==> src/rtl/div_unit_pkg.sv <==
// Shared definitions for the EX-stage integer divider: default width and FSM encoding.
package div_unit_pkg;

    localparam int unsigned DIV_WIDTH = 32;
    localparam int unsigned DIV_CNT_W = $clog2(DIV_WIDTH);

    typedef enum logic [1:0] {
        DIV_IDLE = 2'd0,
        DIV_RUN  = 2'd1,
        DIV_DONE = 2'd2
    } div_state_e;

endpackage

==> src/rtl/div_step.sv <==
// One restoring-division step: shift in a dividend bit, subtract the divisor if it fits.
module div_step #(
    parameter int unsigned WIDTH = 32
) (
    input  logic [WIDTH-1:0] i_rem,
    input  logic             i_bit,
    input  logic [WIDTH-1:0] i_divisor,
    output logic [WIDTH-1:0] o_rem,
    output logic             o_q_bit
);

    logic [WIDTH:0]   w_part;
    logic [WIDTH-1:0] w_diff;

    assign w_part  = {i_rem, i_bit};
    assign o_q_bit = (w_part >= {1'b0, i_divisor});
    // Remainder stays below the divisor, so the low WIDTH bits of the difference are exact.
    assign w_diff  = w_part[WIDTH-1:0] - i_divisor;
    assign o_rem   = o_q_bit ? w_diff : w_part[WIDTH-1:0];

endmodule

==> src/rtl/div_unit.sv <==
// Multi-cycle DIV/DIVU unit for the EX stage; stalls the pipeline while iterating.
module div_unit
    import div_unit_pkg::*;
#(
    parameter int unsigned WIDTH = DIV_WIDTH
) (
    input  logic             clk,
    input  logic             rst,
    input  logic             i_start,
    input  logic             i_signed_div,
    input  logic             i_annul,
    input  logic [WIDTH-1:0] i_a,
    input  logic [WIDTH-1:0] i_b,
    output logic             o_stall,
    output logic             o_ready,
    output logic [WIDTH-1:0] o_lo,
    output logic [WIDTH-1:0] o_hi,
    output logic             o_div_by_zero
);

    localparam int unsigned CNT_W = (WIDTH == DIV_WIDTH) ? DIV_CNT_W : $clog2(WIDTH);

    div_state_e       r_state;
    div_state_e       w_state_next;
    logic [CNT_W-1:0] r_cnt;
    logic [WIDTH-1:0] r_rem;
    logic [WIDTH-1:0] r_dvd;
    logic [WIDTH-1:0] r_dvs;
    logic             r_sign_q;
    logic             r_sign_r;
    logic [WIDTH-1:0] r_lo;
    logic [WIDTH-1:0] r_hi;
    logic             r_dbz;

    logic [WIDTH-1:0] w_abs_a;
    logic [WIDTH-1:0] w_abs_b;
    logic [WIDTH-1:0] w_rem_next;
    logic             w_q_bit;
    logic [WIDTH-1:0] w_q_final;
    logic             w_last;
    logic             w_b_zero;

    assign w_abs_a   = (i_signed_div && i_a[WIDTH-1]) ? -i_a : i_a;
    assign w_abs_b   = (i_signed_div && i_b[WIDTH-1]) ? -i_b : i_b;
    assign w_b_zero  = (i_b == '0);
    assign w_last    = (r_cnt == CNT_W'(WIDTH - 1));
    // Quotient bits shift into the dividend register as its bits are consumed.
    assign w_q_final = {r_dvd[WIDTH-2:0], w_q_bit};

    div_step #(
        .WIDTH (WIDTH)
    ) u_step (
        .i_rem     (r_rem),
        .i_bit     (r_dvd[WIDTH-1]),
        .i_divisor (r_dvs),
        .o_rem     (w_rem_next),
        .o_q_bit   (w_q_bit)
    );

    always_ff @(posedge clk or posedge rst) begin
        if (rst) begin
            r_state <= DIV_IDLE;
        end else begin
            r_state <= w_state_next;
        end
    end

    always_comb begin
        w_state_next = r_state;
        o_stall      = 1'b0;
        o_ready      = 1'b0;
        unique case (r_state)
            DIV_IDLE: begin
                if (i_start && !i_annul) begin
                    o_stall      = 1'b1;
                    w_state_next = w_b_zero ? DIV_DONE : DIV_RUN;
                end
            end
            DIV_RUN: begin
                o_stall = 1'b1;
                if (i_annul) begin
                    w_state_next = DIV_IDLE;
                end else if (w_last) begin
                    w_state_next = DIV_DONE;
                end
            end
            DIV_DONE: begin
                o_ready      = !i_annul;
                w_state_next = DIV_IDLE;
            end
            default: w_state_next = DIV_IDLE;
        endcase
    end

    always_ff @(posedge clk or posedge rst) begin
        if (rst) begin
            r_cnt    <= '0;
            r_rem    <= '0;
            r_dvd    <= '0;
            r_dvs    <= '0;
            r_sign_q <= 1'b0;
            r_sign_r <= 1'b0;
            r_lo     <= '0;
            r_hi     <= '0;
            r_dbz    <= 1'b0;
        end else begin
            unique case (r_state)
                DIV_IDLE: begin
                    if (i_start && !i_annul) begin
                        if (w_b_zero) begin
                            r_lo  <= '1;
                            r_hi  <= i_a;
                            r_dbz <= 1'b1;
                        end else begin
                            r_cnt    <= '0;
                            r_rem    <= '0;
                            r_dvd    <= w_abs_a;
                            r_dvs    <= w_abs_b;
                            r_sign_q <= i_signed_div & (i_a[WIDTH-1] ^ i_b[WIDTH-1]);
                            r_sign_r <= i_signed_div & i_a[WIDTH-1];
                        end
                    end
                end
                DIV_RUN: begin
                    if (!i_annul) begin
                        r_cnt <= r_cnt + CNT_W'(1);
                        r_rem <= w_rem_next;
                        r_dvd <= w_q_final;
                        if (w_last) begin
                            r_lo  <= r_sign_q ? -w_q_final : w_q_final;
                            r_hi  <= r_sign_r ? -w_rem_next : w_rem_next;
                            r_dbz <= 1'b0;
                        end
                    end
                end
                default: ;
            endcase
        end
    end

    assign o_lo          = r_lo;
    assign o_hi          = r_hi;
    assign o_div_by_zero = r_dbz;

endmodule

==> config.mk <==
export PLATFORM = sky130hd
export DESIGN_NAME = div_unit
export DESIGN_NICKNAME = d
export VERILOG_FILES = /design/src/rtl/div_unit_pkg.sv /design/src/rtl/div_step.sv /design/src/rtl/div_unit.sv
export SDC_FILE = /design/constraint.sdc
export NUM_CORES = 1
export LEC_CHECK = 0
export ABC_AREA = 1
export CAP_MARGIN = 25
export CORE_UTILIZATION = 62
export CTS_CLUSTER_DIAMETER = 40
export DETAILED_ROUTE_END_ITERATION = 10
export GPL_TIMING_DRIVEN = 1
export PLACE_DENSITY = 0.85
export SLEW_MARGIN = 20
export SYNTH_ARGS = -nofsm -noshare
export SYNTH_HDL_FRONTEND = slang
export SYNTH_HIERARCHICAL = 1
export SYNTH_SLANG_ARGS = --single-unit
==> constraint.sdc <==
create_clock -name clk -period 11.7 [get_ports clk]
set_input_delay 1.755 -clock clk [delete_from_list [all_inputs] [get_ports clk]]
set_output_delay 1.755 -clock clk [all_outputs]
set_load 0.01 [all_outputs]
### Word level (Yosys, flattened, before mapping)

Cells that the tools add are included.

| word-level totals | value |
|---|---|
| flip-flop bits (word level) | 170 |
| input bits | 69 |
| output and inout port bits | 67 |
| logic and storage cells | 81 |

| operators by class | value |
|---|---|
| $add $sub $neg | 6 |
| $lt $le $gt $ge | 1 |
| equal/unequal tests | 9 |
| muxes and demuxes | 40 |
| bitwise gates (word level) | 4 |
| reduce and logical (&&, ||, !) cells | 11 |

Operators with widths:

| cell | count |
|---|---|
| $mux 32 | 19 |
| $pmux 32 s2 | 4 |
| $neg 32->32 | 4 |
| $ge 33x32->1 | 1 |
| $logic_not 32->1 | 1 |
| $sub 32x32->32 | 1 |
| $mux 5 | 3 |
| $ne 2x2->1 const B | 5 |
| $pmux 5 s2 | 1 |
| $mux 2 | 4 |
| $mux 1 | 6 |
| $add 5x1->5 const B | 1 |
| $eq 5x5->1 const B | 1 |
| $reduce_and 5->1 | 1 |
| $pmux 1 s2 | 2 |
| $pmux 2 s2 | 1 |
| $reduce_and 4->1 | 1 |
| $logic_and 1x1->1 | 3 |
| $ne 3x3->1 const B | 1 |
| $reduce_and 3->1 | 1 |
| $and 1x1->1 | 2 |
| $eq 2x1->1 const B | 1 |
| $eq 2x2->1 const B | 1 |
| $logic_not 2->1 | 1 |
| 5 further kinds | 5 |

### Longest topological paths before layout

Gate-level depths: netlist of run 1.

| depth | value |
|---|---|
| depth after elaboration | 7 |
| mapped depth | 26 |
| mapped depth without buffers | 25 |

### Hierarchy

Netlist of run 1, hierarchy kept.

Modules (own cells, without submodules):

| module | instances | cells an instance | area an instance (µm²) | sequential area each (µm²) |
|---|---|---|---|---|
| div_unit | 1 | 1753 | 11139.4 | 4254.1 |
| div_step | 1 | 650 | 3186.8 | 0.0 |

### Worst setup path after synthesis of run 1

Ideal clock, no wire load.

| timing path | value |
|---|---|
| kind | input to output |
| start point | input port i_annul |
| end point | output port o_stall |
| arrival | 2158 ps |
| required time | 9945 ps |
| setup slack | 7787 ps |
| cell stages on the path | 5 |
| buffers on the path | 0 |
| cell sequence | inv_1 -> nand2_1 -> nor3_1 -> inv_1 -> nand2_1 |

| between the ends | value |
|---|---|
| word-level cells in the longest chain between the ends | 4 |

RTL lines:

| element | line | source |
|---|---|---|
| from (decl) | div_unit.sv:11 | `input logic i_annul,` |
| $logic_not 1->1 | n/a |  |
| $logic_and 1x1->1 | div_unit.sv:74 | `if (i_start && !i_annul) begin` |
| $mux 1 | div_unit.sv:74 |  |
| $pmux 1 s2 | div_unit.sv:72 | `unique case (r_state)` |
| to (decl) | div_unit.sv:14 | `output logic o_stall,` |

Every way passes these cells.

### Worst setup path in the final report of run 1

Same ends and word-level chain as after synthesis.

==> results of run 1 <==
==> area by class of cell <==
cell class,instances,area share (%)
flip-flops and latches,170,26.1
multi-input cells,1876,52.6
well taps,285,2.19
repair buffers,146,9.05
clock inverters,14,0.976
inverters,274,6.36
clock buffers,18,2.64
==> synth_stat cells, types with 8 or more instances <==
master,count
nand2_1,1002
nor2_1,274
inv_1,262
nand3_1,209
dfrtp_1,170
o21ai_0,124
a21oi_1,43
ha_1,38
buf_2,34
nand3b_1,34
xor2_1,27
clkbuf_1,23
nand4_1,23
nand3_2,18
nor3_1,16
o211ai_1,10
and2_1,9
buf_6,9
inv_2,9
buf_1,8
nor2_2,8
==> sequential cells by signal (all words and copies together) (netlist names) <==
name / cells
o_hi: 32
o_lo: 32
r_dvd: 32
r_dvs: 32
r_rem: 32
r_cnt: 5
r_state: 2
o_div_by_zero: 1
r_sign_q: 1
r_sign_r: 1
==> cells by family after synthesis <==
kind of cell | Yosys count
buffers and inverters | 357
flip-flops | 170
AND/OR/NAND/NOR | 1609
AO/OA/AOI/OAI | 194
adder cells (fa/ha/maj) | 39
XOR/XNOR | 34
==> stage by stage <==
step	hold WS [ns]	utilization [%]
after floorplan	0.449	-
after global placement	0.461	69.1
after detailed placement	0.464	69.1
after CTS	0.483	71.7
after global routing	0.497	71.9
final	0.481	71.9
==> routing by layer <==
layer  global-route usage [%]  up-vias  wire (um)
li1                         -     7672          -
met1                     56.8     7437      20100
met2                     63.1      962      21200
met3                     6.37      130       5060
met4                     14.0        0       1560
met5                        0        -          0
==> power by group through the flow <==
stage | Sequential [mW] | Combinational, mW | Clock, mW
5_1_grt | 1.06 | 3.26 | 0.609
2_1_floorplan | 1.02 | 1.98 | 0
3_5_place_dp | 1.04 | 2.85 | 0
4_1_cts | 1.03 | 2.87 | 0.584
6_report | 1.04 | 2.96 | 0.586
3_3_place_gp | 1.03 | 2.79 | 0
==> worst reg2reg max path: stages, from the launching register on <==
cell and delay [ns]:
dfrtp_1 0.43, ha_1 0.39, nand2_1 0.20, inv_1 0.06, nand2_1 0.06, nand2_1 0.06
a21oi_1 0.14, nand2_1 0.10, nor2_4 0.64, nand2_8 0.35, o21ai_0 0.56, inv_1 0.13
ha_1 0.26, nand3_1 0.17, nor2_1 0.11, nand2_1 0.10, nand2_1 0.18, nand3b_1 0.15
nand3b_1 0.20, nand2_1 0.14, nand2_1 0.08
==> how the worst max path moves through the flow <==
stage          slack [ns]  startpoint  cells past startpoint                         to
2_1_floorplan        5.34         rst                      1  o_div_by_zero$_DFFE_PP0P_
3_3_place_gp         6.77     i_annul                      7                    o_stall
3_5_place_dp         6.76     i_annul                      7                    o_stall
4_1_cts              6.75     i_annul                      7                    o_stall
5_1_grt              6.65     i_annul                      7                    o_stall
6_report             6.76     i_annul                      7                    o_stall
==> reports/summary.txt, run 1 <==
Post-route insts no fill: 2783
H-Tree Depth: 4
First-pass GRT wire length: 75000 um
DR pass1 iterations: 8
Crit end category: primary output
Async set or reset register ratio after synthesis: 100%
Worst path arrival time: 3.18 ns
Largest area contributor in the netlist: dfrtp_1
Inserted Clock Buffers: 17
Leakage power: 8.56 nW
Power Density: 282 mW/mm2
Comb power frac: 64.5%
XOR/XNOR Fraction of Synth Area: 2.08%
Worst-path cell chain: clkdlybuf4s50_1, inv_1, nand2_1, nor3_1, inv_1, nand2_1, clkdlybuf4s50_1
Most frequent cells in the layout: nand2_1, nor2_1, inv_1
Synth Flop Type: dfrtp_1
Area delta synth->final: 13.6%
HPWL after detailed placement: 36600 um
CP Max Fanout: 4
PortBufs: 135
FF-to-FF path depth: 20
Setup Fix Bufs, Post-CTS: 0
Net count after synthesis: 2511
Post_cts resized: 0
Hold path depth: 2
Grt total ovfl: 0
Most common cell after layout, fill and taps aside: nand2_1
Finished Cell Area: 0.0163 mm2
Setup Skew: 0.0160 ns
Status: completed
Num rows: 55
HP Start: o_lo[12]$_DFFE_PP0P_
Register area share after synthesis: 29.7%
Nets: 2593
Top area cells in the synthesized netlist: dfrtp_1, nand2_1, nand3_1
Tmin final: 4.94 ns
Final setup fails: 0
PnR Total Power: 4.58 mW
Worst hold path class: flip-flop to flip-flop
Clock share of power: 12.8%
Hold endpoint: o_lo[12]$_DFFE_PP0P_
Die ar.: 0.0237 mm2
Setup TNS: 0 ns
GRT Total Usage: 40.4%
Setup slack after layout: 6.76 ns
YS warnings: 6
RSZ-0062 raised after global routing: false
CP required: 9.95 ns
Routed wire per std cell: 17.2 um
Largest family of logic cells by synthesized area: simple AND/OR/NAND/NOR gates
Adder-Cell Fraction of Synth Area: 3.46%
Vias in the first global route: 14500
Post-route DRC: 0
Post-cts hold buffer count: 0
Hold Fails Final Rpt: 0
Via count: 16200
Placed Instances: 2749
Initial antenna violation count: 0
Routability cong.: 1.07
Die height: 154 um
Worst-margin pin slew: 0.945 ns
Final Max Slew Viols: 0
Cell variety after synth: 44
CTS tree: built
Iter 0 DRT Violations: 2080
Switching portion of total power: 54.2%
Clock Sinks: 170
Initial core utilization: 63.3%
NetSw: 2.48 mW
Crit share post-route: 42.2%
FMAX: 0.203 GHz
Maximum capacitance violations: 0
Reg2Reg Launch Point: r_rem[26]$_DFFE_PP0P_
Internal: 2.10 mW
Post-synthesis compound-gate area fraction: 7.23%
Flops & latches, synth: 170
CP bufs+invs: 4
Core box area: 0.0226 mm2
Clk pin slew, worst setup/hold paths: 0.07 ns
Post-placement cell area: 0.0156 mm2
Crit path launch type: input port
Post-place setup slack: 6.76 ns
Syn Area/Cell: 5.96 um2
Post-synthesis mux area share: 0%
Post-synth EDFFs: 0
Routed Antenna Nets: 0
Rel. slew slack: 37.0%
Reg power frac: 22.7%
Post-Synthesis Cell Area: 0.0143 mm2
Via density per instance: 5.82
Die X: 154 um
R2R Setup Slk: 7.05 ns
CP max stage delay: 0.52 ns
Largest net degree at the start of global routing: 101
Synth Area in Simple Gates: 47.0%
Worst skew pair latency: 0.44 ns
Max VDD drop: 0.235 mV
Slowest cell on crit path: clkdlybuf4s50_1
CP delay by family, top: buffers and inverters
Total I/O pin count: 136
Layout cells sized above 1: 3.76%
Final WL: 47900 um
Register area: 0.00425 mm2
Ant. Diodes: 0
Yosys top cell area share: 29.7%
Deepest clock path buffer count: 2
Synth Instances: 2403
# fillers: 2008
Clock root cell: clkbuf_16
R2r endpoint: o_hi[28]$_DFFE_PP0P_
Area occupied by multi-input gates: 0.00857 mm2
Worst Path Class, Setup: input port to primary output
Note: power is estimated with default switching activity, not from simulation.
==> run 2: changes to the inputs <==
Settings changed: CORE_UTILIZATION 62 to 54, PLACE_DENSITY 0.85 to 0.79.
Clock period 11.7 ns to 4 ns, I/O delays scaled along.
==> reports/summary.txt, run 2 (synthesis gave the netlist of run 1 again) <==
Most common cell after layout, fill and taps aside: nand2_1
Placed Instances: 2817 (+2.5%)
Worst skew pair latency: 0.44 ns (about the same)
Clock root cell: clkbuf_16
Status: completed
Power Density: 836 mW/mm2 (+200%)
FMAX: 0.261 GHz
CP max stage delay: 0.42 ns (-0.10 ns)
Initial antenna violation count: 2 (+2)
Inserted Clock Buffers: 17 (unchanged)
Setup Skew: 0.0169 ns (+0.000829 ns)
Worst-margin pin slew: 1.09 ns (+0.141 ns)
Crit share post-route: 95.7%
Ant. Diodes: 0 (unchanged)
Tmin final: 3.83 ns
Routed Antenna Nets: 0 (unchanged)
Crit end category: flip-flop
Deepest clock path buffer count: 2 (unchanged)
Via count: 16200 (-0.19%)
Grt total ovfl: 0 (unchanged)
RSZ-0062 raised after global routing: false
Slowest cell on crit path: dfrtp_1
Clock share of power: 12.3% (-0.5 points)
Post_cts resized: 0 (unchanged)
CP required: 4.33 ns (-5.62 ns)
First-pass GRT wire length: 81000 um (+8.0%)
Final WL: 52300 um (+9.1%)
Most used routing layer: met2
Crit path launch type: flip-flop
Clock Sinks: 170 (unchanged)
Area delta synth->final: 15.1%
Post-cts hold buffer count: 0 (unchanged)
Switching portion of total power: 54.7% (+0.51 points)
Post-route insts no fill: 2848 (+2.3%)
Post-route DRC: 0 (unchanged)
GR Layer Usage met3: 6.30% (-0.066 points)
Reg power frac: 22.4% (-0.3 points)
Worst-path cell chain: ha_1, nand2_1, nor2_2, nand3_1, nand3_2, nand2_2, nand2_2, nand2_8, nand2_8, buf_12, nand2_1, nand2_1, buf_4, nor2_1, nand2_1, nor2_1, nand2_1, nand2_1, nand2_1, nand2_1, nand3_1, nand2_1, nand2_1
Via density per instance: 5.68 (-2.5%)
Die height: 165 um (+7.1%)
H-Tree Depth: 4 (unchanged)
Maximum capacitance violations: 0 (unchanged)
CP bufs+invs: 2 (-2)
CTS tree: built
Die ar.: 0.0272 mm2 (+15%)
Initial core utilization: 55.0% (-8.3 points)
Routed wire per std cell: 18.4 um (+6.6%)
Layout Utilization: 63.3% (-8.6 points)
GRT Total Usage: 39.2% (-1.2 points)
Iter 0 DRT Violations: 1908 (-8.3%)
# fillers: 2582 (+29%)
Total I/O pin count: 136 (unchanged)
Setup Fix Bufs, Post-CTS: 0 (unchanged)
Rel. slew slack: 27.6% (-9.4 points)
Internal: 6.25 mW (+200%)
Largest net degree at the start of global routing: 100 (-0.99%)
Layout cells sized above 1: 4.50% (+0.73 points)
Comb power frac: 65.3% (+0.8 points)
GRT met1 Usage: 55.9% (-0.98 points)
Num rows: 59 (+7.3%)
CP delay by family, top: simple AND/OR/NAND/NOR gates
NetSw: 7.55 mW (+200%)
Final Max Slew Viols: 0 (unchanged)
Nets: 2609 (+0.62%)
Hold Fails Final Rpt: 0 (unchanged)
R2R Setup Slk: 0.17 ns (-6.88 ns)
Clk pin slew, worst setup/hold paths: 0.08 ns (about the same)
Leakage power: 8.62 nW (+0.67%)
CP Max Fanout: 31 (+27)
Final setup fails: 0 (unchanged)
Max VDD drop: 0.657 mV (+180%)
PortBufs: 135 (unchanged)
PnR Total Power: 13.8 mW (+200%)
Core box area: 0.0261 mm2 (+15%)
Crit path top cell by count: nand2_1
Routability cong.: 0.975 (-9.2%)
HPWL after detailed placement: 40200 um (+10%)
Most frequent cells in the layout: nand2_1, nor2_1, inv_1
Worst Path Class, Setup: flip-flop to flip-flop
Die X: 165 um (+7.1%)
Vias in the first global route: 14900 (+3.2%)
Worst path arrival time: 4.15 ns (+0.97 ns)
DR pass1 iterations: 6 (-2)
Worst hold path class: flip-flop to flip-flop
Setup TNS: 0 ns (unchanged)
M2 GR Usage: 60.5% (-2.6 points)
[run 2: changes by cell type in the layout (fill, tap and decap cells not counted), moves of 2 or more]
cell,before,now
bufinv_16,2,0
nor2_1,274,272
clkinv_2,4,2
buf_4,9,21
inv_8,1,5
clkinv_4,3,1
buf_12,0,6
nor2_2,8,10
buf_16,2,0
inv_6,6,3
clkinvlp_4,1,4
[run 2: worst min-delay path: cells and delay by family, from the launching register on]
| family | cells | cell delay (ns) |
|---|---|---|
| flops | 1 | 0.35 |
| simple gates | 2 | 0.10 |
[run 2: power by group through the flow]
stage          logic (mW)  clock network (mW)  registers, mW
2_1_floorplan        5.78                   0           2.98
3_3_place_gp         8.66                   0           3.06
3_5_place_dp         8.71                   0           3.07
4_1_cts              8.76                1.71           3.06
5_1_grt              10.0                1.77           3.15
6_report             9.01                1.70           3.09
[run 2: final cells by class]
class                           instances  area (um2)  area share (%)
Clock buffer                           18         439            2.66
Clock inverter                         13         130           0.789
Inverter                              274        1030            6.27
Multi-Input combinational cell       1876        8590            52.1
Sequential cell                       170        4250            25.8
Tap cell                              335         419            2.54
Timing Repair Buffer                  162        1630            9.88
[run 2: worst paths after layout]
| check | startpoint | endpoint | cells past startpoint |
|---|---|---|---|
| max reg2reg | r_rem[1]$_DFFE_PP0P_ | o_hi[30]$_DFFE_PP0P_ | 23 |
| max in group asynchronous | rst | r_dvd[17]$_DFFE_PP0P_ | 3 |
| min reg2reg | o_lo[22]$_DFFE_PP0P_ | o_lo[22]$_DFFE_PP0P_ | 2 |
| max | r_rem[1]$_DFFE_PP0P_ | o_hi[30]$_DFFE_PP0P_ | 23 |
| min | o_lo[22]$_DFFE_PP0P_ | o_lo[22]$_DFFE_PP0P_ | 2 |
| min in group asynchronous | rst | r_dvs[7]$_DFFE_PP0P_ | 2 |
[run 2: routing by layer]
| metal | vias up | routed length, um |
|---|---|---|
| met5 | - | 0 |
| met3 | 92 | 4960 |
| li1 | 7721 | - |
| met4 | 0 | 1360 |
| met1 | 7522 | 22800 |
| met2 | 835 | 23200 |
[run 2: through the flow]
stage	area, um2	worst slack (ns)	hold slack (ns)
floorplan	14300	1.19	0.449
global placement	15900	0.207	0.465
detailed placement	15900	0.185	0.464
CTS	16500	0.160	0.485
global route	16500	0.00617	0.497
finish	16500	0.174	0.481
==> run 3: changes to the inputs <==
Settings changed: CORE_UTILIZATION 54 to 62, PLACE_DENSITY 0.79 to 0.85, SKIP_LAST_GASP set to 1.
Clock period 4 ns to 4.89 ns, I/O delays scaled along.
==> reports/summary.txt, run 3 (synthesis gave the netlist of run 1 again) <==
Clk pin slew, worst setup/hold paths: 0.07 ns (about the same)
Die ar.: 0.0237 mm2 (-13%)
Num rows: 55 (-6.8%)
Hold Fails Final Rpt: 0 (unchanged)
Worst-margin pin slew: 1.04 ns (-0.0479 ns)
CTS tree: built
RSZ-0062 raised after global routing: false
Final setup fails: 0 (unchanged)
Largest net degree at the start of global routing: 171 (+71%)
Inserted Clock Buffers: 17 (unchanged)
Maximum capacitance violations: 0 (unchanged)
Grt total ovfl: 0 (unchanged)
First-pass GRT wire length: 78300 um (-3.3%)
Power Density: 677 mW/mm2 (-19%)
H-Tree Depth: 4 (unchanged)
Clock Sinks: 170 (unchanged)
Deepest clock path buffer count: 2 (unchanged)
Post-route insts no fill: 2787 (-2.1%)
Initial antenna violation count: 1 (-1)
Area delta synth->final: 13.5%
Vias in the first global route: 14900 (+0.13%)
# fillers: 2013 (-22%)
Final Max Slew Viols: 0 (unchanged)
Post_cts resized: 0 (unchanged)
CP required: 5.22 ns (+0.89 ns)
Rel. slew slack: 30.8% (+3.2 points)
Layout cells sized above 1: 3.88% (-0.62 points)
DR pass1 iterations: 9 (+3)
Worst hold path class: flip-flop to flip-flop
Routed wire per std cell: 17.7 um (-3.8%)
Post-cts hold buffer count: 0 (unchanged)
Iter 0 DRT Violations: 2164 (+13%)
Via density per instance: 5.86 (+3.3%)
Worst path arrival time: 4.46 ns (+0.31 ns)
Crit end category: flip-flop
Crit path launch type: flip-flop
Clock root cell: clkbuf_16
Most frequent cells in the layout: nand2_1, nor2_1, inv_1
Via count: 16300 (+1.1%)
Worst skew pair latency: 0.45 ns (about the same)
HPWL after detailed placement: 37300 um (-7.3%)
CP Max Fanout: 36 (+16%)
Total I/O pin count: 136 (unchanged)
Post-route DRC: 0 (unchanged)
Nets: 2596 (-0.50%)
Leakage power: 8.54 nW (-0.89%)
Initial core utilization: 63.3% (+8.3 points)
Setup Fix Bufs, Post-CTS: 0 (unchanged)
Routed Antenna Nets: 0 (unchanged)
PortBufs: 135 (unchanged)
Die X: 154 um (-6.6%)
Setup Skew: 0.0140 ns (-0.00287 ns)
PnR Total Power: 11.0 mW (-20%)
GRT Total Usage: 42.3% (+3.2 points)
Die height: 154 um (-6.6%)
Worst Path Class, Setup: flip-flop to flip-flop
Max VDD drop: 0.389 mV (-41%)
Setup TNS: 0 ns (unchanged)
Most common cell after layout, fill and taps aside: nand2_1
FMAX: 0.242 GHz (-7.5%)
R2R Setup Slk: 0.75 ns (+0.58 ns)
Core box area: 0.0226 mm2 (-13%)
Crit share post-route: 84.6% (-11 points)
Status: completed
Routability cong.: 1.03 (+5.2%)
Final WL: 49300 um (-5.8%)
Tmin final: 4.14 ns (+0.309 ns)
Placed Instances: 2754 (-2.2%)
[run 3: worst paths after layout]
path / cells after the start / start / end
hold reg to reg: 2 / o_hi[8]$_DFFE_PP0P_ / o_hi[8]$_DFFE_PP0P_
setup / recovery: 19 / r_rem[22]$_DFFE_PP0P_ / o_hi[30]$_DFFE_PP0P_
max in group asynchronous: 3 / rst / r_rem[6]$_DFFE_PP0P_
min in group asynchronous: 3 / rst / o_hi[4]$_DFFE_PP0P_
setup reg to reg: 19 / r_rem[22]$_DFFE_PP0P_ / o_hi[30]$_DFFE_PP0P_
hold / removal: 2 / o_hi[8]$_DFFE_PP0P_ / o_hi[8]$_DFFE_PP0P_
[run 3: stage by stage]
stage	hold slack (ns)	utilization [%]	setup WS (ns)	instance area, um2
after floorplan	0.449	-	1.99	14300
after global placement	0.463	69.3	0.985	15700
after detailed placement	0.464	69.3	0.907	15700
after CTS	0.484	71.8	0.879	16300
after global routing	0.496	71.8	0.432	16300
final	0.478	71.8	0.754	16300
[run 3: critical path, stage by stage, from the launching register on]
cell and delay [ns]:
dfrtp_1 0.44, ha_1 0.44, nand2_1 0.14, nor2_1 0.21
inv_2 0.08, nor3_2 0.25, nand2_4 0.30, nand2_8 0.38
o21ai_0 0.17, inv_1 0.12, ha_1 0.20, nand3_1 0.19
nor2_1 0.27, nand2_1 0.13, nand2_1 0.20, nand2_1 0.08
nand2_1 0.06, nand3_1 0.16, nand2_1 0.13, nand2_1 0.08
[run 3: metal layers]
| metal | track usage [%] | wire (um) | up-vias |
|---|---|---|---|
| li1 | - | - | 7684 |
| met1 | 58.9 | 20600 | 7533 |
| met2 | 64.6 | 21300 | 986 |
| met3 | 10.2 | 5690 | 138 |
| met4 | 13.9 | 1710 | 0 |
| met5 | 0 | 0 | - |
[run 3: area by class of cell]
type	instances	area, um2	share of cell area [%]
antenna	1	2.50	0.0154
tap	285	357	2.19
timing repair buffer	149	1470	9.03
clock buffer	19	443	2.72
sequential	170	4250	26.2
inverter	274	1030	6.36
multi-input combinational	1876	8570	52.7
clock inverter	13	129	0.793
[run 3: where the power goes]
part | internal [mW] | total [mW] | switching [mW]
clock | 0.691 | 1.38 | 0.692
combinational | 2.32 | 7.13 | 4.81
sequential | 1.95 | 2.49 | 0.539
total | 4.96 | 11.0 | 6.04
